[src/rtl/lsu_if.sv]
// Request/response and data-memory signals of the load/store unit.
// master = CPU/memory side, slave = lsu.
interface lsu_if #(
   parameter int unsigned AW = 11
) ();
   logic          req_valid;
   logic          req_ready;
   logic          req_we;
   logic [2:0]    req_funct3;
   logic [31:0]   req_addr;
   logic [31:0]   req_wdata;
   logic          rsp_valid;
   logic [31:0]   rsp_rdata;
   logic          rsp_err;
   logic [AW-1:0] mem_addr;
   logic [31:0]   mem_sdata;
   logic          mem_wren;
   logic [31:0]   mem_ldata;

   modport master (
      output req_valid, req_we, req_funct3, req_addr, req_wdata, mem_ldata,
      input  req_ready, rsp_valid, rsp_rdata, rsp_err, mem_addr, mem_sdata, mem_wren
   );

   modport slave (
      input  req_valid, req_we, req_funct3, req_addr, req_wdata, mem_ldata,
      output req_ready, rsp_valid, rsp_rdata, rsp_err, mem_addr, mem_sdata, mem_wren
   );
endinterface

[src/rtl/lsu.sv]
// RV32I load/store unit for a word-wide memory; sub-word stores use read-modify-write.
// Optional macro LSU_MISALIGN_CHECK_EN: reject misaligned H/HU/W instead of aligning down.
module lsu #(
   parameter int unsigned DEPTH = 2048
) (
   input logic   clk,
   input logic   rst_n,
   lsu_if.slave  bus
);
   localparam int unsigned AW = $clog2(DEPTH);

   typedef enum logic [2:0] {IDLE, LOAD, READ, WRITE, RESP} state_t;

   state_t        state, nxt;
   logic          we_q;
   logic [2:0]    f3_q;
   logic [AW-1:0] addr_q;
   logic [31:0]   wdata_q;
   logic [31:0]   merge_q;
   logic [31:0]   rdata_q;
   logic          err_q;

   logic          legal, err_in;
   logic [AW-1:0] addr_in;
   logic [31:0]   lane_b, lane_h, ld_ext, merged;

   always_comb begin
      if (bus.req_we)
         legal = (bus.req_funct3 == 3'b000) || (bus.req_funct3 == 3'b001) ||
                 (bus.req_funct3 == 3'b010);
      else
         legal = (bus.req_funct3 == 3'b000) || (bus.req_funct3 == 3'b001) ||
                 (bus.req_funct3 == 3'b010) || (bus.req_funct3 == 3'b100) ||
                 (bus.req_funct3 == 3'b101);
      addr_in = bus.req_addr[AW-1:0];
`ifdef LSU_MISALIGN_CHECK_EN
      err_in = !legal ||
               ((bus.req_funct3[1:0] == 2'b01) && addr_in[0]) ||
               ((bus.req_funct3 == 3'b010) && (addr_in[1:0] != 2'b00));
`else
      err_in = !legal;
      if (bus.req_funct3[1:0] == 2'b01) addr_in[0] = 1'b0;
      if (bus.req_funct3 == 3'b010) addr_in[1:0] = 2'b00;
`endif
   end

   // Little-endian lane extraction and sub-word merge, both keyed off the latched address.
   always_comb begin
      lane_b = bus.mem_ldata >> {addr_q[1:0], 3'b000};
      lane_h = bus.mem_ldata >> {addr_q[1], 4'b0000};
      case (f3_q)
         3'b000:  ld_ext = {{24{lane_b[7]}}, lane_b[7:0]};
         3'b100:  ld_ext = {24'h0, lane_b[7:0]};
         3'b001:  ld_ext = {{16{lane_h[15]}}, lane_h[15:0]};
         3'b101:  ld_ext = {16'h0, lane_h[15:0]};
         default: ld_ext = bus.mem_ldata;
      endcase
      merged = bus.mem_ldata;
      if (f3_q[0]) merged[{addr_q[1], 4'b0000} +: 16] = wdata_q[15:0];
      else         merged[{addr_q[1:0], 3'b000} +: 8] = wdata_q[7:0];
   end

   always_ff @(posedge clk or negedge rst_n) begin
      if (!rst_n) begin
         state   <= IDLE;
         we_q    <= 1'b0;
         f3_q    <= '0;
         addr_q  <= '0;
         wdata_q <= '0;
         merge_q <= '0;
         rdata_q <= '0;
         err_q   <= 1'b0;
      end else begin
         state <= nxt;
         case (state)
            IDLE: if (bus.req_valid) begin
               we_q    <= bus.req_we;
               f3_q    <= bus.req_funct3;
               addr_q  <= addr_in;
               wdata_q <= bus.req_wdata;
               merge_q <= bus.req_wdata;
               rdata_q <= '0;
               err_q   <= err_in;
            end
            LOAD:    rdata_q <= ld_ext;
            READ:    merge_q <= merged;
            default: ;
         endcase
      end
   end

   always_comb begin
      nxt           = state;
      bus.req_ready = 1'b0;
      bus.rsp_valid = 1'b0;
      bus.mem_wren  = 1'b0;
      case (state)
         IDLE: begin
            bus.req_ready = 1'b1;
            if (bus.req_valid) begin
               if (err_in)                       nxt = RESP;
               else if (!bus.req_we)             nxt = LOAD;
               else if (bus.req_funct3 == 3'b010) nxt = WRITE;
               else                              nxt = READ;
            end
         end
         LOAD:  nxt = RESP;
         READ:  nxt = WRITE;
         WRITE: begin
            bus.mem_wren = 1'b1;
            nxt          = RESP;
         end
         RESP: begin
            bus.rsp_valid = 1'b1;
            nxt           = IDLE;
         end
         default: nxt = IDLE;
      endcase
   end

   assign bus.rsp_rdata = rdata_q;
   assign bus.rsp_err   = err_q;
   assign bus.mem_addr  = addr_q;
   assign bus.mem_sdata = merge_q;

   logic unused_ok;
   assign unused_ok = we_q;
endmodule

[src/flat_wrapper.sv]
// flat-port wrapper written by rule: the top's interface ports become plain ports
module lsu_flat 
#(
   parameter int unsigned DEPTH = 2048
)
  (clk, rst_n, bus_req_valid, bus_req_we, bus_req_funct3, bus_req_addr, bus_req_wdata, bus_mem_ldata, bus_req_ready, bus_rsp_valid, bus_rsp_rdata, bus_rsp_err, bus_mem_addr, bus_mem_sdata, bus_mem_wren);
  lsu_if #(.AW((11))) bus_i ();
  input logic clk;
  input logic rst_n;
  input wire logic [$bits(bus_i.req_valid)-1:0] bus_req_valid;
  input wire logic [$bits(bus_i.req_we)-1:0] bus_req_we;
  input wire logic [$bits(bus_i.req_funct3)-1:0] bus_req_funct3;
  input wire logic [$bits(bus_i.req_addr)-1:0] bus_req_addr;
  input wire logic [$bits(bus_i.req_wdata)-1:0] bus_req_wdata;
  input wire logic [$bits(bus_i.mem_ldata)-1:0] bus_mem_ldata;
  output wire logic [$bits(bus_i.req_ready)-1:0] bus_req_ready;
  output wire logic [$bits(bus_i.rsp_valid)-1:0] bus_rsp_valid;
  output wire logic [$bits(bus_i.rsp_rdata)-1:0] bus_rsp_rdata;
  output wire logic [$bits(bus_i.rsp_err)-1:0] bus_rsp_err;
  output wire logic [$bits(bus_i.mem_addr)-1:0] bus_mem_addr;
  output wire logic [$bits(bus_i.mem_sdata)-1:0] bus_mem_sdata;
  output wire logic [$bits(bus_i.mem_wren)-1:0] bus_mem_wren;
  assign bus_i.req_valid = bus_req_valid;
  assign bus_i.req_we = bus_req_we;
  assign bus_i.req_funct3 = bus_req_funct3;
  assign bus_i.req_addr = bus_req_addr;
  assign bus_i.req_wdata = bus_req_wdata;
  assign bus_i.mem_ldata = bus_mem_ldata;
  assign bus_req_ready = bus_i.req_ready;
  assign bus_rsp_valid = bus_i.rsp_valid;
  assign bus_rsp_rdata = bus_i.rsp_rdata;
  assign bus_rsp_err = bus_i.rsp_err;
  assign bus_mem_addr = bus_i.mem_addr;
  assign bus_mem_sdata = bus_i.mem_sdata;
  assign bus_mem_wren = bus_i.mem_wren;
  lsu #(.DEPTH(DEPTH)) u_core (.clk(clk), .rst_n(rst_n), .bus(bus_i));
endmodule
[config.mk]
export PLATFORM = sky130hd
export DESIGN_NAME = lsu_flat
export DESIGN_NICKNAME = d
export VERILOG_FILES = /design/src/rtl/lsu_if.sv /design/src/rtl/lsu.sv /design/src/flat_wrapper.sv
export SDC_FILE = /design/constraint.sdc
export NUM_CORES = 1
export LEC_CHECK = 0
export ABC_AREA = 1
export BUFFER_PORTS_ARGS = -buffer_cell sky130_fd_sc_hd__buf_4
export CAP_MARGIN = 10
export CORE_UTILIZATION = 50
export DETAILED_ROUTE_END_ITERATION = 6
export PLACE_DENSITY_LB_ADDON = 0.15
export SETUP_SLACK_MARGIN = 0.15
export SKIP_CTS_REPAIR_TIMING = 1
export SYNTH_ARGS = -nofsm -noshare
export SYNTH_HDL_FRONTEND = slang
export SYNTH_SLANG_ARGS = --single-unit
[constraint.sdc]
create_clock -name clk -period 2.1 [get_ports clk]
set_input_delay 0.42 -clock clk [delete_from_list [all_inputs] [get_ports clk]]
set_output_delay 0.42 -clock clk [all_outputs]
set_load 0.05 [all_outputs]
### Word-level counts from Yosys, hierarchy flattened

Index checks and enable logic that the tools add are counted.

* output and inout bits: 79
* word-level logic and storage cells: 61
* register bits after elaboration: 98
* input port bits: 103

* reductions and logical operators: 14
* equal/unequal tests: 13
* $add $sub $neg: 2
* multiplexer cells: 19
* shifts and indexed selects: 6

Operator list (count)
* $pmux W32 S2: 2
* $pmux W32 S4: 1
* $mux W32: 3
* $bwmux W32: 2
* $shift A16 B7 Y32 const A: 1
* $shift A8 B7 Y32 const A: 1
* $shiftx A16 B7 Y32: 1
* $shiftx A8 B7 Y32: 1
* $shr A32 B5 Y16: 1
* $shr A32 B5 Y8: 1
* $eq A3 B3 Y1 const B: 5
* $neg A5 Y7: 2
* $eq A3 B1 Y1 const B: 3
* $eq A3 B2 Y1 const B: 3
* $logic_not A3 Y1: 3
* $mux W3: 3
* $pmux W3 S3: 1
* $mux W1: 6
* $reduce_and A2 Y1: 3
* $logic_or A1 B1 Y1: 4
* $reduce_bool A2 Y1: 2
* $eq A2 B1 Y1 const B: 1
* $mux W2: 1
* $ne A2 B2 Y1 const B: 1
* 2 further kinds: 2

### Longest topological paths before layout

* depth after elaboration: 9
* gate-level depth with buffers: 12
* depth with buffers taken out: 9

### Worst setup path before layout

OpenSTA, ideal clock, no wires.

* kind: register to register
* from: reg u_core.addr_q[1] (netlist: u_core.bus.mem_addr[1])
* to: reg u_core.merge_q[3] (netlist: u_core.bus.mem_sdata[3])
* data required time: 2.035 ns
* period minus slack after synthesis: 2.214 ns
* buffers on the path: 2
* setup slack: -0.114 ns
* library setup time: 0.065 ns
* stages on the path, launching flop included: 12
* data arrival time: 2.149 ns
* cell sequence: dfrtp_1 > buf_2 > inv_1 > clkbuf_1 > ha_1 > nor2_1 > nand4_1 > nand2_1 > nand2_1 > nand2_1 > nand2_1 > nand2_1

* cells in the longest elaborated chain, start to end: 5
* elaborated cells between the ends (all ways): 10
* those cells by class: add/sub (2); shift (4); mux (4)

Ends and longest elaborated chain
* start, declared: line lsu.sv:17 `logic [AW-1:0] addr_q;`
* start signal, assigned: line lsu.sv:79 `addr_q <= addr_in;`
* $neg A5 Y7 (on tied branches): line lsu.sv:59, lsu.sv:60
* $shiftx A16 B7 Y32 (tied with other cells): line lsu.sv:59 `if (f3_q[0]) merged[{addr_q[1], 4'b0000} +: 16] = wdata_q[15:0];`
* $bwmux W32 (on tied branches): line lsu.sv:59, lsu.sv:60
* $mux W32 *: line lsu.sv:59
* $pmux W32 S2 *: line lsu.sv:75 `case (state)`
* end signal, assigned: line lsu.sv:81 `merge_q <= bus.req_wdata;`
* end signal, assigned: line lsu.sv:86 `READ: merge_q <= merged;`
* end, declared: line lsu.sv:19 `logic [31:0] merge_q;`

Mark *: on every way between the ends. The rest lies on a longest branch, timed or not.
A chain may end at the register's enable or synchronous reset.

### Final worst setup path

* from: reg u_core.state[0]
* to: out bus_req_ready

* cells in the longest elaborated chain, start to end: 2

Ends and longest elaborated chain
* start, declared: line lsu.sv:14 `state_t state, nxt;`
* start signal, assigned: line lsu.sv:74 `state <= nxt;`
* $logic_not A3 Y1: line lsu.sv:97 `case (state)`
* $mux W1: line lsu.sv:97
* end, declared: line flat_wrapper.sv:16 `output wire logic [$bits(bus_i.req_ready)-1:0] bus_req_ready;`

Every way passes these cells.

==> impl_results.md <==
* Synth top area share at 41.4%
* Synthesis-stage register bit count at roughly 100
* Crit path capture type: output pin
* Pwr Density at around 1900 nW/µm²
* Tot GR Track Use at between 20 and 30%
* IO buf count at 160
* Status: completed
* CP max-delay cell: dfrtp_1
* Die X at 111 µm
* Worst setup margin at roughly 340 ps
* CP required at ~1700 ps
* Least-Margin Pin Slew at a little under 700 ps
* Reg-to-reg endpoint: u_core.bus.mem_sdata[9]
* Clock buffer depth at 2
* Yosys top cell by area: dfrtp_1
* Initial antenna violation count at 0
* Register area at ~2500 µm²
* GPL Wtd Cong at roughly 0.9
* Achievable frequency at 568 MHz
* Tcrit/Tclk final at 83.8%
* Total gr overflow at 0
* Filler cell count at 1085
* Worst clock skew at about 5.7 ps
* Num rows at 39
* Clk slew on worst S/H paths at around 70 ps
* Setup-failing EPs final at 0
* Met3 Usage GRT at under 10%
* CP Depth at 4
* Worst flop-to-flop path startpoint: u_core.bus.mem_addr[1]
* Crit path from: u_core.state[0]
* Crit path kind: register to output pin
* Crit-path cells: nor2_4 > nand2_2 > inv_1 > buf_4
* ANT nets after route at 0
* Unique masters post-synth at 27
* N_diodes at 0
* CORE AREA at between 10000 and 15000 µm²
* Initial Util at about half
* Most frequent cells in the layout: nand2_1 (389), buf_4 (175), dfrtp_1 (97)
* CTS tree: yes
* 1st-pass router iterations at 5
* Top Family by Delay on Critical Path: flip-flops
* HPWL after detailed placement at approximately 13 mm
* Worst rel slew slack at ~54%
* Most common cell after layout, fill and taps aside: nand2_1
* First-pass GRT wire length at approximately 29 mm
* Setup TNS at 0 ps
* Startpoint Class: register
* Total number of vias at 6209
* Cells on worst reg2reg path at 9
* Hold WC Path Type: input port to asynchronous set/reset pin
* Sequential area share after synthesis at 41.4%
* R2r setup slk at approximately 380 ps
* Met1 usage at a little over two fifths
* RSZ-0062 raised after global routing: false
* Largest net degree at the start of global routing at 99
* Die area at ~12000 µm²
* Post-layout util at approximately 65%
* Leak pwr at ~0.0042 µW
* Num CTS Buffers at 9
* Final #Nets at 1133
* Clk Tree Root Cell: clkbuf_16
* Clk Latency, worst-skew pair at between 300 and 400 ps
* Met2 Use GR at 45.9%
* Final slew viol count at 0
* Peak VDD IR at approximately 1 mV
* I/O pin count at 182
* DR vias/cell at 5.29
* Final total power at 13900 µW
* Die Y at 111 µm
* Gr busiest metal: met2
* Clock sinks at 98
* Layout cells sized above 1 at approximately a fifth
* Per-cell routed wire length at between 15 and 20 µm
* Synth Instances at between 800 and 900
* Arr. time, crit path at around 1300 ps
* Max Cap Violations at 0
* Worst Path Max Fanout at 4
* Ranking of synthesized cells by area: dfrtp_1 (41%), nand2_1 (25%), a21oi_1 (7.1%)
* Synth warn at 0
* Hold Violations, Final at 0
* Violation count after the first detailed-route iteration at between 600 and 700
* Multi-input gate area at ~2900 µm²
* Buf+Inv Stages, Crit Path at 2
* Syn Std Cell Area at 5920 µm²
* Final Critical Period at approximately 1800 ps
* Max stage delay on crit path at around 430 ps
* Vias in the first global route at approximately 5800
* Post-Place Worst Slack at between 150 and 200 ps
* DRC viols at 0
* Total nets after synthesis at 997
* CTS HTree Levels at 3
* Drt total wl at 17.7 mm
* Mean Syn Cell Area at between 6 and 7 µm²
* Area grow syn2layout at 26.7%
[cell families after synthesis]
| family | count (synthesis) | synth area share [%] |
|---|---|---|
| buffers and inverters | 136 | 9.64 |
| DFF | 98 | 41.4 |
| adders and majority gates | 5 | 1.06 |
| AOI/OAI and AO/OA | 190 | 17.1 |
| and+or+nand+nor | 460 | 30.7 |
[cell usage after synthesis, drive strengths merged]
cell type and n:
o21ai 74, nor2 33, buf 35, nand4 9, nor3 2, ha 5
clkbuf 18, o21a 1, a21boi 1, o21bai 2, nand3 25, o2111ai 1
o211ai 12, o22ai 15, a21oi 84, inv 83, dfrtp 98, nand2 391
[layer usage]
layer / part of all wire, % / wire (µm)
met5: 0 / 0
met4: 2.6 / 455
met3: 8.4 / 1480
met2: 45 / 7940
met1: 44 / 7780
[through the flow]
step	cells	hold slack, ps	area (µm²)
after floorplan	889	124	5920
final	1173	122	7500
after detailed placement	1157	460	7220
after global placement	1157	456	7220
after CTS	1173	154	7490
after global routing	1173	180	7500
[worst max-delay path by stage]
| stage | endpoint |
|---|---|
| after floorplan | u_core.bus.mem_sdata[28] |
| after global placement | u_core.bus.rsp_rdata[13] |
| after detailed placement | u_core.bus.rsp_rdata[22] |
| after CTS | u_core.bus.rsp_rdata[22] |
| after global routing | u_core.bus.mem_sdata[28] |
| final | bus_req_ready |
[area by class of cell]
class                           count  share of cell area [%]
Multi-Input combinational cell    655                    38.7
Timing Repair Buffer              178                    18.3
Tap cell                          143                    2.39
Inverter                           83                    4.15
Clock buffer                       13                    3.34
Clock inverter                      3                   0.334
Sequential cell                    98                    32.7
[worst register-to-register path: stages (launching register included)]
cell     delay (ps)
dfrtp_2         420
inv_1           100
buf_4           250
ha_1            200
nand2_1         220
o22ai_1         220
nand2_1          80
nand2_1          70
nand2_1          50
nand2_1          60
[registers in the layout, indices dropped and copies added (netlist names)]
signal                flops
u_core.bus.mem_addr      11
u_core.bus.mem_sdata     32
u_core.bus.rsp_err        1
u_core.bus.rsp_rdata     32
u_core.f3_q               3
u_core.state              3
u_core.wdata_q           16
[where the power goes]
part	switching (µW)	internal, µW	leakage (µW)
Sequential	638	2790	0.00125
Clock	714	842	0.000130
Combinational	6280	2630	0.00282
Total	7630	6270	0.00420
No activity file was read; power rests on OpenSTA's default activity.
